===== src/rtl/neuron_weight_ctrl_pkg.sv =====
// Shared types for the per-neuron weight sequencer.
// State encoding and config index field width.
package neuron_weight_ctrl_pkg;

  localparam int CFG_IDX_W = 8;

  typedef enum logic [1:0] {
    IDLE  = 2'd0,
    LOAD  = 2'd1,
    RUN   = 2'd2,
    DRAIN = 2'd3
  } state_t;

endpackage


===== src/rtl/neuron_weight_ctrl.sv =====
// Per-neuron weight memory sequencer: config loads with auto-increment,
// one read per input sample, and sample/weight alignment for the MAC.
module neuron_weight_ctrl
  import neuron_weight_ctrl_pkg::*;
#(
  parameter int numWeight    = 784,
  parameter int neuronNo     = 0,
  parameter int layerNo      = 1,
  parameter int addressWidth = 10,
  parameter int dataWidth    = 16,
  parameter int PRETRAINED   = 0
) (
  input  logic                    clk,
  input  logic                    rst,
  input  logic                    cfg_valid,
  output logic                    cfg_ready,
  input  logic [CFG_IDX_W-1:0]    cfg_layer,
  input  logic [CFG_IDX_W-1:0]    cfg_neuron,
  input  logic [dataWidth-1:0]    cfg_data,
  input  logic                    in_valid,
  output logic                    in_ready,
  input  logic [dataWidth-1:0]    in_data,
  output logic                    wen,
  output logic [addressWidth-1:0] wadd,
  output logic [dataWidth-1:0]    win,
  output logic                    ren,
  output logic [addressWidth-1:0] radd,
  output logic [dataWidth-1:0]    x_out,
  output logic                    mul_valid,
  output logic                    mul_last,
  output logic                    loaded,
  output logic                    busy
);

  localparam logic [addressWidth-1:0] LAST =
    addressWidth'(numWeight - 1);
  localparam logic [CFG_IDX_W-1:0] MY_LAYER =
    CFG_IDX_W'(layerNo);
  localparam logic [CFG_IDX_W-1:0] MY_NEURON =
    CFG_IDX_W'(neuronNo);
  localparam bit PRE = (PRETRAINED != 0);

  state_t state;

  logic [addressWidth-1:0] wptr;
  logic [addressWidth-1:0] rptr;

  logic                 x_v1;
  logic                 x_l1;
  logic [dataWidth-1:0] x_d1;

  logic match;
  logic cfg_fire;
  logic in_fire;
  logic wr;
  logic w_last;
  logic r_last;
  logic in_wins;

  assign match = (cfg_layer == MY_LAYER) &&
                 (cfg_neuron == MY_NEURON);

  assign w_last = (wptr == LAST);
  assign r_last = (rptr == LAST);

  // A loaded idle neuron gives a pending sample priority over config
  assign in_wins = (state == IDLE) && in_valid &&
                   loaded && (wptr == '0);

  assign cfg_ready = ((state == IDLE) || (state == LOAD)) &&
                     !in_wins;

  assign in_ready = loaded && (wptr == '0) &&
                    ((state == IDLE) || (state == RUN));

  assign cfg_fire = cfg_valid && cfg_ready;
  assign in_fire  = in_valid && in_ready;
  assign wr       = cfg_fire && match && !PRE;

  assign busy = (state == RUN) || (state == DRAIN);

  always_ff @(posedge clk or posedge rst) begin
    if (rst) begin
      state  <= IDLE;
      wptr   <= '0;
      rptr   <= '0;
      loaded <= PRE;
    end else begin
      if (wr) begin
        wptr <= w_last ? '0 : wptr + 1'b1;
        if (w_last) loaded <= 1'b1;
      end
      if (in_fire) begin
        rptr <= r_last ? '0 : rptr + 1'b1;
      end
      case (state)
        IDLE: begin
          if (wr && !w_last)
            state <= LOAD;
          else if (in_fire)
            state <= r_last ? DRAIN : RUN;
        end
        LOAD: begin
          if (wr && w_last) state <= IDLE;
        end
        RUN: begin
          if (in_fire && r_last) state <= DRAIN;
        end
        DRAIN: begin
          if (mul_last) state <= IDLE;
        end
        default: state <= IDLE;
      endcase
    end
  end

  // Two-stage sample pipe lines x_out up with the memory read data
  always_ff @(posedge clk or posedge rst) begin
    if (rst) begin
      wen       <= 1'b0;
      wadd      <= '0;
      win       <= '0;
      ren       <= 1'b0;
      radd      <= '0;
      x_v1      <= 1'b0;
      x_l1      <= 1'b0;
      x_d1      <= '0;
      x_out     <= '0;
      mul_valid <= 1'b0;
      mul_last  <= 1'b0;
    end else begin
      wen <= wr;
      if (wr) begin
        wadd <= wptr;
        win  <= cfg_data;
      end
      ren <= in_fire;
      if (in_fire) begin
        radd <= rptr;
        x_d1 <= in_data;
      end
      x_v1      <= in_fire;
      x_l1      <= in_fire && r_last;
      x_out     <= x_d1;
      mul_valid <= x_v1;
      mul_last  <= x_l1;
    end
  end

endmodule


===== config.mk =====
export PLATFORM = sky130hd
export DESIGN_NAME = neuron_weight_ctrl
export DESIGN_NICKNAME = d
export VERILOG_FILES = /design/src/rtl/neuron_weight_ctrl_pkg.sv /design/src/rtl/neuron_weight_ctrl.sv
export SDC_FILE = /design/constraint.sdc
export NUM_CORES = 1
export LEC_CHECK = 0
export ABC_AREA = 1
export CAP_MARGIN = 20
export CORE_ASPECT_RATIO = 1.25
export CORE_MARGIN = 4
export CORE_UTILIZATION = 25
export CTS_BUF_LIST = sky130_fd_sc_hd__clkbuf_8
export DETAILED_ROUTE_END_ITERATION = 16
export PLACE_DENSITY = 0.58
export SKIP_CTS_REPAIR_TIMING = 1
export SLEW_MARGIN = 10
export SYNTH_ARGS = -nofsm -noshare
export SYNTH_HDL_FRONTEND = slang
export SYNTH_SLANG_ARGS = --single-unit

===== constraint.sdc =====
create_clock -name clk -period 8.2 [get_ports clk]
set_clock_uncertainty 0.15 [all_clocks]
set_input_delay 2.46 -clock clk [delete_from_list [all_inputs] [get_ports clk]]
set_output_delay 2.46 -clock clk [all_outputs]
set_load 0.02 [all_outputs]

==> impl_metrics.json, run 1 <==
{
  "ios": 112,
  "die_area_mm2": 0.0181,
  "yosys-top-cells-area": "dfrtp_1, nand2_1, inv_1",
  "tns_ns": 0,
  "synthArstFlopShare": 1.00,
  "grt_pass1_vias": 3324,
  "wl_um": 9940,
  "drc": 0,
  "final_antenna_net_count": 0,
  "globalRouteTotalUtil": 0.116,
  "yosysMostFrequentCell": "nand2_1",
  "netlist_instances": 436,
  "fmax_ghz": 0.151,
  "worst_hold_slack_ns": 0.204,
  "dieHeight_um": 149,
  "yosysTopAreaCellShare": 0.602,
  "synth-seq-cells": 96,
  "grt_pass1_wl_um": 16600,
  "die-width_um": 121,
  "grt_remaining_overflow": 0,
  "antenna_found_initial": 0,
  "coreArea_mm2": 0.0156,
  "path_max_fanout": 9,
  "critPathKind": "primary input to output pin",
  "htree_levels": 3,
  "drt_first_pass_iters": 4,
  "ys_seq_area_frac": 0.602,
  "vdd_ir_drop_max_mv": 0.0702,
  "cp_data_arrival_time_ns": 4.03,
  "yosysWarningCount": 0,
  "cap_violations": 0,
  "synth_common_cells": "nand2_1, dfrtp_1, inv_1, nor2_1, o21ai_0",
  "critPathCaptureType": "output pin",
  "cts_tree": "done",
  "fillers": 1641,
  "min_period_ns": 6.64,
  "rsz0062_at_grt": "false",
  "drive_gt1_frac": 0.0758,
  "syn_avg_cell_area_um2": 9.15,
  "status": "complete, no violations",
  "cts.sinks": 96,
  "first_iter_violations": 103,
  "synth_edf_count": 0,
  "fin_nets": 604,
  "clk_path_buf_depth": 2,
  "port_buffers": 111,
  "clk_latency_ns": 0.36,
  "rows": 51,
  "hp-class": "register to register",
  "yosys.cell_types.count": 34,
  "clk_transition_reported_paths_ns": 0.09,
  "p_leak_nw": 2.65,
  "routedWlPerCell_um": 13.0,
  "start_util": 0.255,
  "synth_top_flop_cell": "dfrtp_1",
  "vias_per_cell": 4.23,
  "setup_violations": 0,
  "cts_buffers": 9,
  "power.density_mw_per_mm2": 159,
  "cts-root-buf": "clkbuf_8",
  "area_delta_synth_final_pct": 39.2,
  "hpwl_um": 7250,
  "cp.required_ns": 5.59,
  "startpoint_type": "primary input",
  "yosys.area.top_type": "dfrtp_1",
  "relSlewSlack": 0.485,
  "drv_slew": 0,
  "grt_max_degree": 62,
  "syn-num-nets": 491,
  "vias": 3244,
  "place.gp.congestion": 0.796,
  "fin_crit_sh": 0.810,
  "synth_area_mm2": 0.00399,
  "antenna_cells": 0,
  "tightest_slew_ns": 0.772,
  "hold_violations": 0
}
per-stage QoR:
stage                     power, W  area [um^2]  instances  utilization  setup WS, ns
final                     0.000884         5550        766        0.355          1.56
after global routing      0.000926         5550        766        0.355          1.45
after CTS                 0.000903         5550        766        0.355          1.53
after detailed placement  0.000522         5310        750        0.340          1.53
after global placement    0.000521         5310        750        0.340          1.55
after floorplan           0.000493         3990        436            -          2.62
logic make-up (layout without fill, tap and decap cells):
group                      count (synthesis)  in the layout  synth area share
and+or+nand+nor                          241            241             0.268
DFF                                       96             96             0.602
buffers and inverters                     52            170            0.0580
AOI/OAI and AO/OA                         40             40            0.0536
xor gates and xnor gates                   4              4           0.00878
adders and majority gates                  3              3           0.00941
final cells by class:
class                   count  area [um^2]  share of cell area
clock buffers               9          124              0.0223
multi-input cells         288         1360               0.244
well taps                 212          265              0.0478
inverters                  41          161              0.0291
repair buffers            113         1130               0.203
clock inverters             7          120              0.0216
flip-flops and latches     96         2400               0.433
worst paths after layout:
path / endpoint / slack (ns) / from / depth (start not counted)
max: cfg_ready / 1.56 / in_valid / 7
min: mul_last / 0.20 / x_l1 / 0
max reg2reg: rptr[2] / 5.91 / wptr[0] / 9
min reg2reg: mul_last / 0.20 / x_l1 / 0
max in group asynchronous: radd[9] / 4.47 / rst / 3
min in group asynchronous: win[15] / 2.29 / rst / 2
flip-flops by register name, summed over array words and instances, names as in the netlist:
register and count:
wen 1, x_d1 16, mul_valid 1, x_v1 1, radd 10, x_out 16, rptr 10, x_l1 1
wadd 10, win 16, wptr 10, loaded 1, mul_last 1, state 2
power by group:
group	switching (W)	internal [W]	leakage (nW)
clock	0.000168	0.000204	0.125
sequential	0.000000129	0.000473	1.28
combinational	0.0000154	0.0000230	1.25
routing by layer:
metal	part of all wire	vias to the layer above	wire, um	GRT usage
met1	0.43	1535	4270	0.138
met3	0.055	21	548	0.0326
met2	0.49	90	4900	0.192
met5	0	-	0	0
met4	0.023	0	224	0.0544
li1	-	1598	-	-
worst max-delay path, stage by stage:
cell	delay, ns
clkdlybuf4s50_1	0.45
inv_1	0.05
nor2_2	0.19
nand3_4	0.16
nand2_2	0.11
inv_4	0.06
clkdlybuf4s50_1	0.55
cells in the final DEF (no fill, tap or decap), types with 3 or more instances in the layout:
| master | count |
|---|---|
| a21oi_1 | 10 |
| bufinv_16 | 3 |
| clkbuf_8 | 9 |
| clkdlybuf4s50_1 | 111 |
| dfrtp_1 | 96 |
| ha_1 | 3 |
| inv_1 | 34 |
| inv_2 | 5 |
| inv_4 | 3 |
| nand2_1 | 158 |
| nand2_2 | 3 |
| nand3_1 | 18 |
| nand4_1 | 5 |
| nor2_1 | 29 |
| nor3_1 | 5 |
| nor3_2 | 3 |
| nor4_1 | 6 |
| o21ai_0 | 20 |
| o21ai_1 | 5 |
| or2_2 | 3 |
| xor2_1 | 3 |
No activity file was read; power rests on OpenSTA's default activity.
==> run 2: changes to the inputs <==
==> constraint.sdc (replaced) <==
create_clock -name clk -period 6.3 [get_ports clk]
set_clock_uncertainty 0.15 [all_clocks]
set_input_delay 1.89 -clock clk [delete_from_list [all_inputs] [get_ports clk]]
set_output_delay 1.89 -clock clk [all_outputs]
set_load 0.02 [all_outputs]
==> run 2 against run 1 <==
Power up 31%. Via count decreased by 1.7%. Sequential power up 30%. Combinational power rose by 30%. Sequential share of layout area unchanged. Worst setup slack lost 0.77 ns. Critical endpoint unchanged. Largest power group unchanged.
==> impl_metrics.json, run 2 (synthesis results as in run 1) <==
{
  "r2r_setup_slack_ns": 4.04,
  "clk_path_buf_depth": 2,
  "port_buffers": 111,
  "critPathCaptureType": "output pin",
  "seqPwrFrac": 0.533,
  "grt_max_degree": 58,
  "cts_buffers": 9,
  "fmax_ghz": 0.181,
  "crit_family": "buffers and inverters",
  "cp_slowest_stage_delay_ns": 0.55,
  "clk_transition_reported_paths_ns": 0.09,
  "crit_chain": "clkdlybuf4s50_1 -> inv_1 -> nor2_2 -> nand3_4 -> nand2_2 -> inv_4 -> clkdlybuf4s50_1",
  "final_common_cell": "nand2_1",
  "cts-root-buf": "clkbuf_8",
  "ios": 112,
  "p_int_w": 0.000910,
  "cp.required_ns": 4.26,
  "vias_per_cell": 4.16,
  "antenna_cells": 0,
  "startpoint_type": "primary input",
  "relSlewSlack": 0.518,
  "cts.sinks": 96,
  "area_delta_synth_final_pct": 39.2,
  "cts_tree": "done",
  "cp_data_arrival_time_ns": 3.47,
  "fin_nets": 604,
  "reg.largest.list": "win x16, x_d1 x16, x_out x16",
  "start_util": 0.255,
  "power_frac_comb": 0.043,
  "power_switching_w": 0.000245,
  "layout_common_cells": "nand2_1, clkdlybuf4s50_1, dfrtp_1, inv_1, nor2_1",
  "fin_crit_sh": 0.875,
  "power.density_mw_per_mm2": 208,
  "hold_violations": 0,
  "min_period_ns": 5.51,
  "tightest_slew_ns": 0.723,
  "final_antenna_net_count": 0,
  "clkPwrFrac": 0.423,
  "hp-class": "register to register",
  "routedWlPerCell_um": 13.0,
  "dieHeight_um": 149,
  "cap_violations": 0,
  "globalRouteTotalUtil": 0.113,
  "vias": 3188,
  "drc": 0,
  "final_core_util": 0.355,
  "crit_buf_inv": 4,
  "swShare": 0.212,
  "drv_slew": 0,
  "critPathKind": "primary input to output pin",
  "drt_first_pass_iters": 4,
  "hpwl_um": 7230,
  "htree_levels": 3,
  "grt_remaining_overflow": 0,
  "rsz0062_at_grt": "false",
  "first_iter_violations": 103,
  "setup_violations": 0,
  "clk_latency_ns": 0.38,
  "p_total_w": 0.00115,
  "antenna_found_initial": 0,
  "die_area_mm2": 0.0181,
  "final_area_mm2": 0.00555,
  "path_max_fanout": 9,
  "vdd_ir_drop_max_mv": 0.118,
  "drive_gt1_frac": 0.0776,
  "die-width_um": 121,
  "placed_cell_area_mm2": 0.00531,
  "grt_pass1_wl_um": 16200,
  "rows": 51,
  "slowest_stage": "clkdlybuf4s50_1",
  "status": "complete, no violations",
  "path_common_cell": "clkdlybuf4s50_1",
  "grt_pass1_vias": 3312,
  "wl_um": 9940,
  "p_leak_nw": 2.65,
  "place.gp.congestion": 0.782,
  "coreArea_mm2": 0.0156,
  "tns_ns": 0
}
[run 2: final cells by class]
type / count / area (um^2)
clock inverters: 7 / 120
well taps: 212 / 265
inverters: 41 / 161
flip-flops and latches: 96 / 2400
fillers: 1601 / 10100
clock buffers: 9 / 124
repair buffers: 113 / 1130
multi-input cells: 288 / 1360
[run 2: final timing paths]
path,to,startpoint,cells past startpoint
worst max-delay path,cfg_ready,in_valid,7
worst min-delay path,mul_last,x_l1,0
worst max register to register,rptr[2],wptr[0],9
worst min register to register,mul_last,x_l1,0
max in group asynchronous,x_out[10],rst,3
min in group asynchronous,win[15],rst,2
[run 2: metal layers]
metal / share of wire / vias to the layer above / global-route usage
li1: - / 1601 / -
met1: 0.44 / 1485 / 0.134
met2: 0.49 / 86 / 0.194
met3: 0.052 / 16 / 0.0288
met4: 0.020 / 0 / 0.0510
met5: 0 / - / 0
[run 2: power by group through the flow]
| stage | Combinational (W) | Clock [W] | Sequential, W |
|---|---|---|---|
| after CTS | 0.0000515 | 0.000508 | 0.000616 |
| after global placement | 0.0000502 | 0 | 0.000628 |
| final | 0.0000500 | 0.000489 | 0.000616 |
| after detailed placement | 0.0000511 | 0 | 0.000628 |
| after floorplan | 0.0000132 | 0 | 0.000628 |
| after global routing | 0.0000551 | 0.000530 | 0.000616 |
[run 2: stage by stage]
step           setup slack, ns  hold slack (ns)  std cells
4_1_cts                  0.779            0.226        766
6_report                 0.787            0.222        766
2_1_floorplan             1.75            0.181        436
3_5_place_dp             0.779            0.198        750
3_3_place_gp             0.784            0.183        750
5_1_grt                  0.727            0.230        766
